[config.mk]
export PLATFORM = sky130hd
export DESIGN_NAME = framebuffer_arbiter_flat
export DESIGN_NICKNAME = d
export VERILOG_FILES = /design/src/rtl/framebuffer_arbiter_pkg.sv /design/src/rtl/framebuffer_arbiter_if.sv /design/src/rtl/framebuffer_arbiter_fetch_counter.sv /design/src/rtl/framebuffer_arbiter.sv /design/src/flat_wrapper.sv
export SDC_FILE = /design/constraint.sdc
export NUM_CORES = 1
export LEC_CHECK = 0
export ABC_AREA = 1
export BUFFER_PORTS_ARGS = -buffer_cell sky130_fd_sc_hd__buf_4
export CORE_AREA = 5 5 103 144
export DETAILED_ROUTE_END_ITERATION = 8
export DIE_AREA = 0 0 108 149
export GPL_TIMING_DRIVEN = 0
export PLACE_DENSITY_LB_ADDON = 0.12
export SLEW_MARGIN = 20
export SYNTH_ARGS = -nofsm -noshare
export SYNTH_HDL_FRONTEND = slang
export SYNTH_SLANG_ARGS = --single-unit
[constraint.sdc]
create_clock -name i_pixclk -period 5 [get_ports i_pixclk]
set_input_delay 1 -clock i_pixclk [delete_from_list [all_inputs] [get_ports i_pixclk]]
set_output_delay 1 -clock i_pixclk [all_outputs]
set_load 0.1 [all_outputs]
[src/rtl/framebuffer_arbiter_pkg.sv]
// Display-mode constants shared by the display path blocks, plus the arbiter FSM state type.
package framebuffer_arbiter_pkg;

    localparam int unsigned DispHRes  = 640;
    localparam int unsigned DispVRes  = 480;
    localparam int unsigned DispAddrW = $clog2(DispHRes * DispVRes);
    localparam int unsigned DispDataW = 12;
    localparam int unsigned DispLbAw  = $clog2(DispHRes);

    typedef enum logic [1:0] {
        StIdle,
        StFetch,
        StDrain
    } fb_state_e;

endpackage

[src/rtl/framebuffer_arbiter_if.sv]
// Bus bundle between the arbiter, the display timing path, the drawing client and the RAMs.
interface framebuffer_arbiter_if
    import framebuffer_arbiter_pkg::*;
#(
    parameter int unsigned ADDR_W = DispAddrW,
    parameter int unsigned DATA_W = DispDataW,
    parameter int unsigned LB_AW  = DispLbAw
);
    logic              i_frame;
    logic              i_line_req;
    logic              i_wr_valid;
    logic [ADDR_W-1:0] i_wr_addr;
    logic [DATA_W-1:0] i_wr_data;
    logic              o_wr_ready;
    logic              o_mem_en;
    logic              o_mem_we;
    logic [ADDR_W-1:0] o_mem_addr;
    logic [DATA_W-1:0] o_mem_wdata;
    logic [DATA_W-1:0] i_mem_rdata;
    logic              o_lb_we;
    logic [LB_AW:0]    o_lb_addr;
    logic [DATA_W-1:0] o_lb_data;
    logic              o_busy;
    logic              o_overrun;

    // Arbiter side.
    modport master (
        input  i_frame, i_line_req, i_wr_valid, i_wr_addr, i_wr_data, i_mem_rdata,
        output o_wr_ready, o_mem_en, o_mem_we, o_mem_addr, o_mem_wdata,
        output o_lb_we, o_lb_addr, o_lb_data, o_busy, o_overrun
    );

    // Environment side: timing path, drawing client and RAMs.
    modport slave (
        output i_frame, i_line_req, i_wr_valid, i_wr_addr, i_wr_data, i_mem_rdata,
        input  o_wr_ready, o_mem_en, o_mem_we, o_mem_addr, o_mem_wdata,
        input  o_lb_we, o_lb_addr, o_lb_data, o_busy, o_overrun
    );

endinterface

[src/rtl/framebuffer_arbiter_fetch_counter.sv]
// Line base / bank / read-counter sequencing and the one-cycle line-buffer write delay stage.
module framebuffer_arbiter_fetch_counter
    import framebuffer_arbiter_pkg::*;
#(
    parameter int unsigned H_RES  = DispHRes,
    parameter int unsigned ADDR_W = DispAddrW,
    parameter int unsigned LB_AW  = DispLbAw
) (
    input  logic              clk_i,
    input  logic              rst_ni,
    input  logic              frame_i,
    input  logic              start_i,
    input  logic              fetching_i,
    input  logic              drain_i,
    input  logic              drop_i,
    output logic              last_o,
    output logic [ADDR_W-1:0] start_addr_o,
    output logic              lb_we_o,
    output logic [LB_AW:0]    lb_addr_o
);
    localparam logic [ADDR_W-1:0] LineStep = ADDR_W'(H_RES);
    localparam logic [LB_AW-1:0]  XLast    = LB_AW'(H_RES - 1);

    logic [ADDR_W-1:0] base_q, base_d;
    logic              bank_q, bank_d;
    logic              fbank_q, fbank_d;
    logic [LB_AW-1:0]  x_q, x_d;
    logic              lb_we_q;
    logic [LB_AW:0]    lb_addr_q;

    assign last_o       = (x_q == XLast);
    assign start_addr_o = frame_i ? '0 : base_q;
    assign lb_we_o      = lb_we_q;
    assign lb_addr_o    = lb_addr_q;

    always_comb begin
        base_d  = base_q;
        bank_d  = frame_i ? 1'b0 : bank_q;
        fbank_d = fbank_q;
        x_d     = x_q;
        // Frame start overrides any pending advance; a dropped request still steps the base.
        if (frame_i) begin
            base_d = '0;
        end else begin
            if (drain_i) base_d = base_d + LineStep;
            if (drop_i)  base_d = base_d + LineStep;
        end
        if (start_i) begin
            fbank_d = bank_d;
            bank_d  = ~bank_d;
            x_d     = '0;
        end else if (fetching_i && !last_o) begin
            x_d = x_q + LB_AW'(1);
        end
    end

    always_ff @(posedge clk_i or negedge rst_ni) begin
        if (!rst_ni) begin
            base_q    <= '0;
            bank_q    <= 1'b0;
            fbank_q   <= 1'b0;
            x_q       <= '0;
            lb_we_q   <= 1'b0;
            lb_addr_q <= '0;
        end else begin
            base_q    <= base_d;
            bank_q    <= bank_d;
            fbank_q   <= fbank_d;
            x_q       <= x_d;
            lb_we_q   <= fetching_i;
            lb_addr_q <= {fbank_q, x_q};
        end
    end

endmodule

[src/rtl/framebuffer_arbiter.sv]
// Shares the single-port framebuffer RAM between line fetches into the line buffer and
// drawing-client writes; fetches have strict priority.
module framebuffer_arbiter
    import framebuffer_arbiter_pkg::*;
#(
    parameter int unsigned H_RES  = DispHRes,
    parameter int unsigned V_RES  = DispVRes,
    parameter int unsigned ADDR_W = DispAddrW,
    parameter int unsigned DATA_W = DispDataW,
    parameter int unsigned LB_AW  = DispLbAw
) (
    input logic                   i_pixclk,
    input logic                   i_rst_n,
    framebuffer_arbiter_if.master bus
);
    if ((64'd1 << ADDR_W) < (64'(H_RES) * 64'(V_RES))) begin : g_addr_w_check
        $error("ADDR_W too small for H_RES*V_RES");
    end
    if ((64'd1 << LB_AW) < 64'(H_RES)) begin : g_lb_aw_check
        $error("LB_AW too small for H_RES");
    end

    fb_state_e         state_q;
    logic              mem_en_q, mem_we_q, busy_q, overrun_q;
    logic [ADDR_W-1:0] mem_addr_q;
    logic [DATA_W-1:0] mem_wdata_q;
    logic              wr_ready, start, fetching, drain, drop, last;
    logic [ADDR_W-1:0] start_addr;

    assign wr_ready = (state_q == StIdle) && !bus.i_line_req && i_rst_n;
    assign start    = (state_q == StIdle) && bus.i_line_req;
    assign fetching = (state_q == StFetch);
    assign drain    = fetching && last;
    assign drop     = (state_q != StIdle) && bus.i_line_req;

    framebuffer_arbiter_fetch_counter #(
        .H_RES (H_RES),
        .ADDR_W(ADDR_W),
        .LB_AW (LB_AW)
    ) u_fetch_counter (
        .clk_i       (i_pixclk),
        .rst_ni      (i_rst_n),
        .frame_i     (bus.i_frame),
        .start_i     (start),
        .fetching_i  (fetching),
        .drain_i     (drain),
        .drop_i      (drop),
        .last_o      (last),
        .start_addr_o(start_addr),
        .lb_we_o     (bus.o_lb_we),
        .lb_addr_o   (bus.o_lb_addr)
    );

    always_ff @(posedge i_pixclk or negedge i_rst_n) begin
        if (!i_rst_n) begin
            state_q     <= StIdle;
            mem_en_q    <= 1'b0;
            mem_we_q    <= 1'b0;
            mem_addr_q  <= '0;
            mem_wdata_q <= '0;
            busy_q      <= 1'b0;
            overrun_q   <= 1'b0;
        end else begin
            mem_en_q    <= 1'b0;
            mem_we_q    <= 1'b0;
            mem_addr_q  <= '0;
            mem_wdata_q <= '0;
            if (drop) overrun_q <= 1'b1;
            unique case (state_q)
                StIdle: begin
                    if (bus.i_line_req) begin
                        state_q    <= StFetch;
                        busy_q     <= 1'b1;
                        mem_en_q   <= 1'b1;
                        mem_addr_q <= start_addr;
                    end else if (bus.i_wr_valid) begin
                        mem_en_q    <= 1'b1;
                        mem_we_q    <= 1'b1;
                        mem_addr_q  <= bus.i_wr_addr;
                        mem_wdata_q <= bus.i_wr_data;
                    end
                end
                StFetch: begin
                    if (last) begin
                        state_q <= StDrain;
                    end else begin
                        mem_en_q   <= 1'b1;
                        mem_addr_q <= mem_addr_q + ADDR_W'(1);
                    end
                end
                StDrain: begin
                    state_q <= StIdle;
                    busy_q  <= 1'b0;
                end
                default: state_q <= StIdle;
            endcase
        end
    end

    assign bus.o_wr_ready  = wr_ready;
    assign bus.o_mem_en    = mem_en_q;
    assign bus.o_mem_we    = mem_we_q;
    assign bus.o_mem_addr  = mem_addr_q;
    assign bus.o_mem_wdata = mem_wdata_q;
    // Held at zero during reset so every output reads 0 while reset is asserted.
    assign bus.o_lb_data   = i_rst_n ? bus.i_mem_rdata : '0;
    assign bus.o_busy      = busy_q;
    assign bus.o_overrun   = overrun_q;

endmodule

[src/flat_wrapper.sv]
// flat-port wrapper written by rule: the top's interface ports become plain ports
module framebuffer_arbiter_flat import framebuffer_arbiter_pkg::*;
#(
    parameter int unsigned H_RES  = DispHRes,
    parameter int unsigned V_RES  = DispVRes,
    parameter int unsigned ADDR_W = DispAddrW,
    parameter int unsigned DATA_W = DispDataW,
    parameter int unsigned LB_AW  = DispLbAw
)
  (i_pixclk, i_rst_n, bus_i_frame, bus_i_line_req, bus_i_wr_valid, bus_i_wr_addr, bus_i_wr_data, bus_i_mem_rdata, bus_o_wr_ready, bus_o_mem_en, bus_o_mem_we, bus_o_mem_addr, bus_o_mem_wdata, bus_o_lb_we, bus_o_lb_addr, bus_o_lb_data, bus_o_busy, bus_o_overrun);
  framebuffer_arbiter_if #(.ADDR_W(ADDR_W), .DATA_W(DATA_W), .LB_AW(LB_AW)) bus_i ();
  input logic i_pixclk;
  input logic i_rst_n;
  input wire logic [$bits(bus_i.i_frame)-1:0] bus_i_frame;
  input wire logic [$bits(bus_i.i_line_req)-1:0] bus_i_line_req;
  input wire logic [$bits(bus_i.i_wr_valid)-1:0] bus_i_wr_valid;
  input wire logic [$bits(bus_i.i_wr_addr)-1:0] bus_i_wr_addr;
  input wire logic [$bits(bus_i.i_wr_data)-1:0] bus_i_wr_data;
  input wire logic [$bits(bus_i.i_mem_rdata)-1:0] bus_i_mem_rdata;
  output wire logic [$bits(bus_i.o_wr_ready)-1:0] bus_o_wr_ready;
  output wire logic [$bits(bus_i.o_mem_en)-1:0] bus_o_mem_en;
  output wire logic [$bits(bus_i.o_mem_we)-1:0] bus_o_mem_we;
  output wire logic [$bits(bus_i.o_mem_addr)-1:0] bus_o_mem_addr;
  output wire logic [$bits(bus_i.o_mem_wdata)-1:0] bus_o_mem_wdata;
  output wire logic [$bits(bus_i.o_lb_we)-1:0] bus_o_lb_we;
  output wire logic [$bits(bus_i.o_lb_addr)-1:0] bus_o_lb_addr;
  output wire logic [$bits(bus_i.o_lb_data)-1:0] bus_o_lb_data;
  output wire logic [$bits(bus_i.o_busy)-1:0] bus_o_busy;
  output wire logic [$bits(bus_i.o_overrun)-1:0] bus_o_overrun;
  assign bus_i.i_frame = bus_i_frame;
  assign bus_i.i_line_req = bus_i_line_req;
  assign bus_i.i_wr_valid = bus_i_wr_valid;
  assign bus_i.i_wr_addr = bus_i_wr_addr;
  assign bus_i.i_wr_data = bus_i_wr_data;
  assign bus_i.i_mem_rdata = bus_i_mem_rdata;
  assign bus_o_wr_ready = bus_i.o_wr_ready;
  assign bus_o_mem_en = bus_i.o_mem_en;
  assign bus_o_mem_we = bus_i.o_mem_we;
  assign bus_o_mem_addr = bus_i.o_mem_addr;
  assign bus_o_mem_wdata = bus_i.o_mem_wdata;
  assign bus_o_lb_we = bus_i.o_lb_we;
  assign bus_o_lb_addr = bus_i.o_lb_addr;
  assign bus_o_lb_data = bus_i.o_lb_data;
  assign bus_o_busy = bus_i.o_busy;
  assign bus_o_overrun = bus_i.o_overrun;
  framebuffer_arbiter #(.H_RES(H_RES), .V_RES(V_RES), .ADDR_W(ADDR_W), .DATA_W(DATA_W), .LB_AW(LB_AW)) u_core (.i_pixclk(i_pixclk), .i_rst_n(i_rst_n), .bus(bus_i));
endmodule
## Word-level counts from Yosys, hierarchy flattened

Cells that the tools add are included.

| storage, ports and cells | value |
|---|---|
| input bits | 48 |
| bits in registers | 80 |
| output and inout bits | 60 |

| operators by class | value |
|---|---|
| reduce and logical (&&, ||, !) cells | 14 |
| equality and inequality tests | 5 |
| add/sub/neg operators | 4 |
| bitwise logic cells | 1 |
| mux-type cells | 28 |

Operators by type and width:

| kind | count |
|---|---|
| 2-to-1 mux 19 bit | 8 |
| 2-to-1 mux 12 bit | 4 |
| adder 19 x 10 -> 19 bit, second input constant | 2 |
| one-hot mux 19 bit (2 select lines) | 1 |
| 2-to-1 mux 10 bit | 2 |
| adder 19 x 1 -> 19 bit, second input constant | 1 |
| adder 10 x 1 -> 10 bit, second input constant | 1 |
| == test 10 bit, second input constant | 1 |
| 2-to-1 mux 1 bit | 8 |
| logical AND 1 bit | 6 |
| nonzero test 2 bit | 3 |
| 2-to-1 mux 2 bit | 2 |
| inequality test 2 bit, second input constant | 2 |
| one-hot mux 1 bit (2 select lines) | 2 |
| one-hot mux 2 bit (2 select lines) | 1 |
| AND reduction 2 bit | 2 |
| == test 2 x 1 -> 1 bit, second input constant | 1 |
| == test 2 bit, second input constant | 1 |
| logical NOT 1 bit | 2 |
| logical NOT 2 bit | 1 |
| inverter 1 bit | 1 |

## Depth between registers and ports, before layout

| logic depth | value |
|---|---|
| word-level depth | 7 |
| depth in mapped cells | 14 |
| depth with buffers taken out | 14 |

## Modules after synthesis

A second synthesis with hierarchy kept.

| second synthesis, totals | value |
|---|---|
| cells, all modules | 536 |
| area, all modules | 4116.4 um^2 |

By module, submodules not included:

| module | area each (um^2) | cells each | times used |
|---|---|---|---|
| framebuffer_arbiter | 2095.8 | 273 | 1 |
| framebuffer_arbiter_fetch_counter | 2020.7 | 263 | 1 |

## Worst setup path before layout

Ideal clock, no wire load.

| timing path | value |
|---|---|
| path kind | input to output |
| start point | in bus_i_line_req |
| end point | out bus_o_wr_ready |
| path slack | 1545 ps |
| stages on the path | 3 |
| data arrival time | 2455 ps |
| cells stage by stage | inv_1 > nand2_1 > nor2_1 |

| between the ends | value |
|---|---|
| longest elaborated chain between the ends | 3 |

RTL lines:

| element | line | text |
|---|---|---|
| start, declared | flat_wrapper.sv:15 | `input wire logic [$bits(bus_i.i_line_req)-1:0] bus_i_line_req;` |
| logical NOT 1 bit | framebuffer_arbiter.sv:30 | `assign wr_ready = (state_q == StIdle) && !bus.i_line_req && i_rst_n;` |
| logical AND 1 bit (2 in a row) | framebuffer_arbiter.sv:30 |  |
| end, declared | flat_wrapper.sv:20 | `output wire logic [$bits(bus_i.o_wr_ready)-1:0] bus_o_wr_ready;` |

Every way passes these cells.

## Worst setup path in the final report

| timing path | value |
|---|---|
| start point | in i_rst_n |
| end point | out bus_o_lb_data[9] |

| between the ends | value |
|---|---|
| longest elaborated chain between the ends | 1 |

RTL lines:

| element | line | text |
|---|---|---|
| start, declared | flat_wrapper.sv:13 | `input logic i_rst_n;` |
| 2-to-1 mux 12 bit | framebuffer_arbiter.sv:106 | `assign bus.o_lb_data = i_rst_n ? bus.i_mem_rdata : '0;` |
| end, declared | flat_wrapper.sv:27 | `output wire logic [$bits(bus_i.o_lb_data)-1:0] bus_o_lb_data;` |

Every way passes these cells.

==> metrics.csv <==
stage,metric,value,unit
outcome,outcome,completed,
sta,skew,0.0105,ns
logic_synthesis,synth_top_family_by_area,simple AND/OR/NAND/NOR gates,
place,placed_area,4960,µm²
global_route,antenna_found_initial,0,
logic_synthesis,syn_nets,534,
die,core_area,13300,µm²
clocking,clock_latency,0.33,ns
die,die_area,16100,µm²
place,port_buffers,107,
drt,dr.first_iter.drc_count,186,
drt,drcViolationCount,0,
final_layout,design_area,5270,µm²
logic_synthesis,post-synth-top-count-cell,nand2_1,
setup_path,cp_data_arrival_time,2.39,ns
drt,dr.pass1.iters,4,
logic_synthesis,ys_seq_area_frac,0.465,
global_route,grtUsageTotal,0.141,
clocking,clk_pin_slew_worst_paths,0.06,ns
logic_synthesis,synth_cells,482,
place,place_hpwl,8870,µm
logic_synthesis,synth_top_area_share,0.465,
sta,whs,0.396,ns
setup_path,max_stage_delay,0.51,ns
clocking,cts_max_path_buffers,2,
setup_path,path_max_fanout,77,
global_route,grt_max_degree,78,
setup_path,endpoint_kind,output pin,
sta,setup_tns,0,ns
setup_path,crit_type,in2out,
sta,rsz0062_at_grt,no,
power_and_ir_drop,swShare,0.466,
place,gp_congestion,0.849,
clocking,cts.sinks,73,
sta,finalHoldViolations,0,
power_and_ir_drop,clockPowerShare,0.265,
power_and_ir_drop,leakage,2.66,nW
logic_synthesis,synth-xor-area-share,0.0178,
drt,ant_nets,0,
logic_synthesis,synthAdderAreaFrac,0.0127,
die,die_w,108,µm
clocking,clockRootBuffer,clkbuf_16,
setup_path,cp_data_required_time,4.00,ns
setup_path,cp_slowest_cell,buf_6,
clocking,cts_buffers,9,
sta,slew_viol_final,0,
hold_path,min_path_type,reg2reg,
sta,setup_slack,1.61,ns
clocking,post_cts_buffers,0,
logic_synthesis,synthFlopType,dfrtp_1,
power_and_ir_drop,p_per_area,467,nW/µm²
power_and_ir_drop,p_comb_frac,0.410,
logic_synthesis,synthMuxAreaShare,0.00255,
power_and_ir_drop,switchingPower,1.15,mW
final_layout,antenna_cells,0,
final_layout,fill_cells,1386,
global_route,grt_pass1_vias,3551,
final_layout,drive_above_1_share,0.294,
power_and_ir_drop,irDropWorstVdd,0.000189,V
logic_synthesis,netlist_area,3930,µm²
setup_path,critPathTopFamily,buffers and inverters,
final_layout,fin_cells,787,
final_layout,area_growth,34.0,%
logic_synthesis,synth_edf_count,0,
place,placed_cells,771,
clocking,htreeDepth,3,
sta,max_slew_margin,0.527,
logic_synthesis,ys.warnings.count,0,
sta,setup_violations,0,
logic_synthesis,yosys-top-cells-count,"nand2_1 (104), dfrtp_1 (73), inv_1 (73)",
clocking,cts_tree,yes,
logic_synthesis,yosys.area.top_type,dfrtp_1,
sta,worst_slew_pin_slew,0.709,ns
logic_synthesis,synthArstFlopShare,1.00,
logic_synthesis,syn_area_per_cell,8.15,µm²
setup_path,crit_buf_inv,4,
flow_run,cap_violations,0,
logic_synthesis,synthTopCellsByArea,"dfrtp_1 (46%), nand2_1 (9.9%), inv_1 (7.0%), nor2_1 (4.6%), o21ai_0 (2.9%)",
setup_path,r2r_setup_slack,2.84,ns
logic_synthesis,yosysUniqueCellTypes,40,
place,pre_cts_slack,1.32,ns
logic_synthesis,synth-simple-area-share,0.308,
final_layout,nNetsFinal,652,
drt,via_count,3505,
drt,drt-wirelength-per-cell,14.2,µm
drt,avgViaCountPerCell,4.45,
sta,finalCritPeriodShare,0.679,
clocking,cts_resized,0,
die,pin_count,108,
power_and_ir_drop,p_seq_frac,0.325,
setup_path,cp-start-kind,input pin,
global_route,grt_overflow,0,
die,rows,50,
global_route,grt_pass1_wl,17700,µm
logic_synthesis,synth-seq-cells,73,
logic_synthesis,synth_compound_area_frac,0.109,
clocking,cts_hold_buffers,0,
sta,period_minus_slack,3.39,ns
die,initial_utilization,0.296,
power_and_ir_drop,total_power,2.46,mW
drt,routed_wl,11100,µm
setup_path,path_cells,"buf_6, clkbuf_1, nand2_1, inv_1, buf_4",
final_layout,utilization,0.397,
power_and_ir_drop,intPower,1.31,mW
sta,max_freq,295,MHz
die,die_y,149,µm
## sequential cells by signal (all words and copies together), names as in the netlist
name and cells:
u_core.bus.o_mem_en 1, u_core.u_fetch_counter.x_q 10, u_core.bus.o_mem_we 1, u_core.bus.o_busy 1, u_core.bus.o_overrun 1, u_core.bus.o_mem_wdata 12
u_core.state_q 2, u_core.u_fetch_counter.base_q 12, u_core.u_fetch_counter.fbank_q 1, u_core.u_fetch_counter.lb_addr_o 11, u_core.bus.o_mem_addr 19, u_core.u_fetch_counter.bank_q 1
u_core.u_fetch_counter.lb_we_o 1
## power by group through the flow
stage	registers, mW	logic (mW)	clock network [mW]
floorplan	1.32	0.248	0
global placement	0.807	1.01	0
detailed placement	0.812	1.01	0
CTS	0.802	1.02	0.673
global route	0.817	1.06	0.696
finish	0.798	1.01	0.652
## worst reg2reg max path: cells and delay by family (launching register included)
family / cells / cell delay [ns]
flip-flops: 1 / 0.44
buffers and inverters: 1 / 0.06
AND/OR/NAND/NOR: 9 / 0.96
AO/OA/AOI/OAI: 1 / 0.12
adder cells (fa/ha/maj): 2 / 0.47
## final cells by class
type / count / area (µm²) / area share
multi-input combinational: 321 / 1770 / 0.336
buffer: 7 / 28.8 / 0.00547
inverter: 81 / 307 / 0.0582
timing repair buffer: 107 / 807 / 0.153
sequential: 73 / 1830 / 0.347
clock inverter: 7 / 76.3 / 0.0145
clock buffer: 9 / 225 / 0.0428
tap: 182 / 228 / 0.0433
## path summary, 6_finish.rpt
path                                                 from                                   end  depth (start not counted)
max                                               i_rst_n                      bus_o_lb_data[9]                          5
min                        u_core.u_fetch_counter.fbank_q  u_core.u_fetch_counter.lb_addr_o[10]                          0
max in group asynchronous                         i_rst_n              u_core.bus.o_mem_addr[1]                          1
max reg2reg                 u_core.u_fetch_counter.x_q[0]     u_core.u_fetch_counter.base_q[17]                         13
min reg2reg                u_core.u_fetch_counter.fbank_q  u_core.u_fetch_counter.lb_addr_o[10]                          0
min in group asynchronous                         i_rst_n            u_core.bus.o_mem_wdata[10]                          1
## cell usage in the layout, fill, tap and decap left out, types with 3 or more instances in the layout
cell type / n
or2_2: 3
clkbuf_16: 9
a21oi_1: 19
ha_1: 4
nand4_1: 9
nor2_1: 48
o21bai_1: 3
dfrtp_1: 73
nor3_1: 6
o21ai_1: 4
inv_2: 6
nand3_2: 7
nand2_1: 104
nor2_2: 11
inv_1: 73
o21ai_0: 23
buf_4: 106
xor2_1: 5
nand3_1: 22
xnor2_1: 3
nor2_4: 10
nand2_4: 3
a22oi_1: 10
clkbuf_1: 5
nand2_2: 8
a32o_1: 3
## metal layers
metal / GRT usage / routed length (µm)
met5: 0 / 0
met2: 0.254 / 5780
met4: 0.0442 / 167
met3: 0.0372 / 720
met1: 0.161 / 4480
## kinds of logic (layout without fill, tap and decap cells)
kind of cell / Yosys count / in the layout
fa+ha+maj: 4 / 4
flops: 73 / 73
compound gates: 71 / 71
mux: 1 / 1
simple gates: 237 / 237
xor+xnor: 8 / 8
buf+inv: 88 / 211
Note: power is estimated with default switching activity, not from simulation.
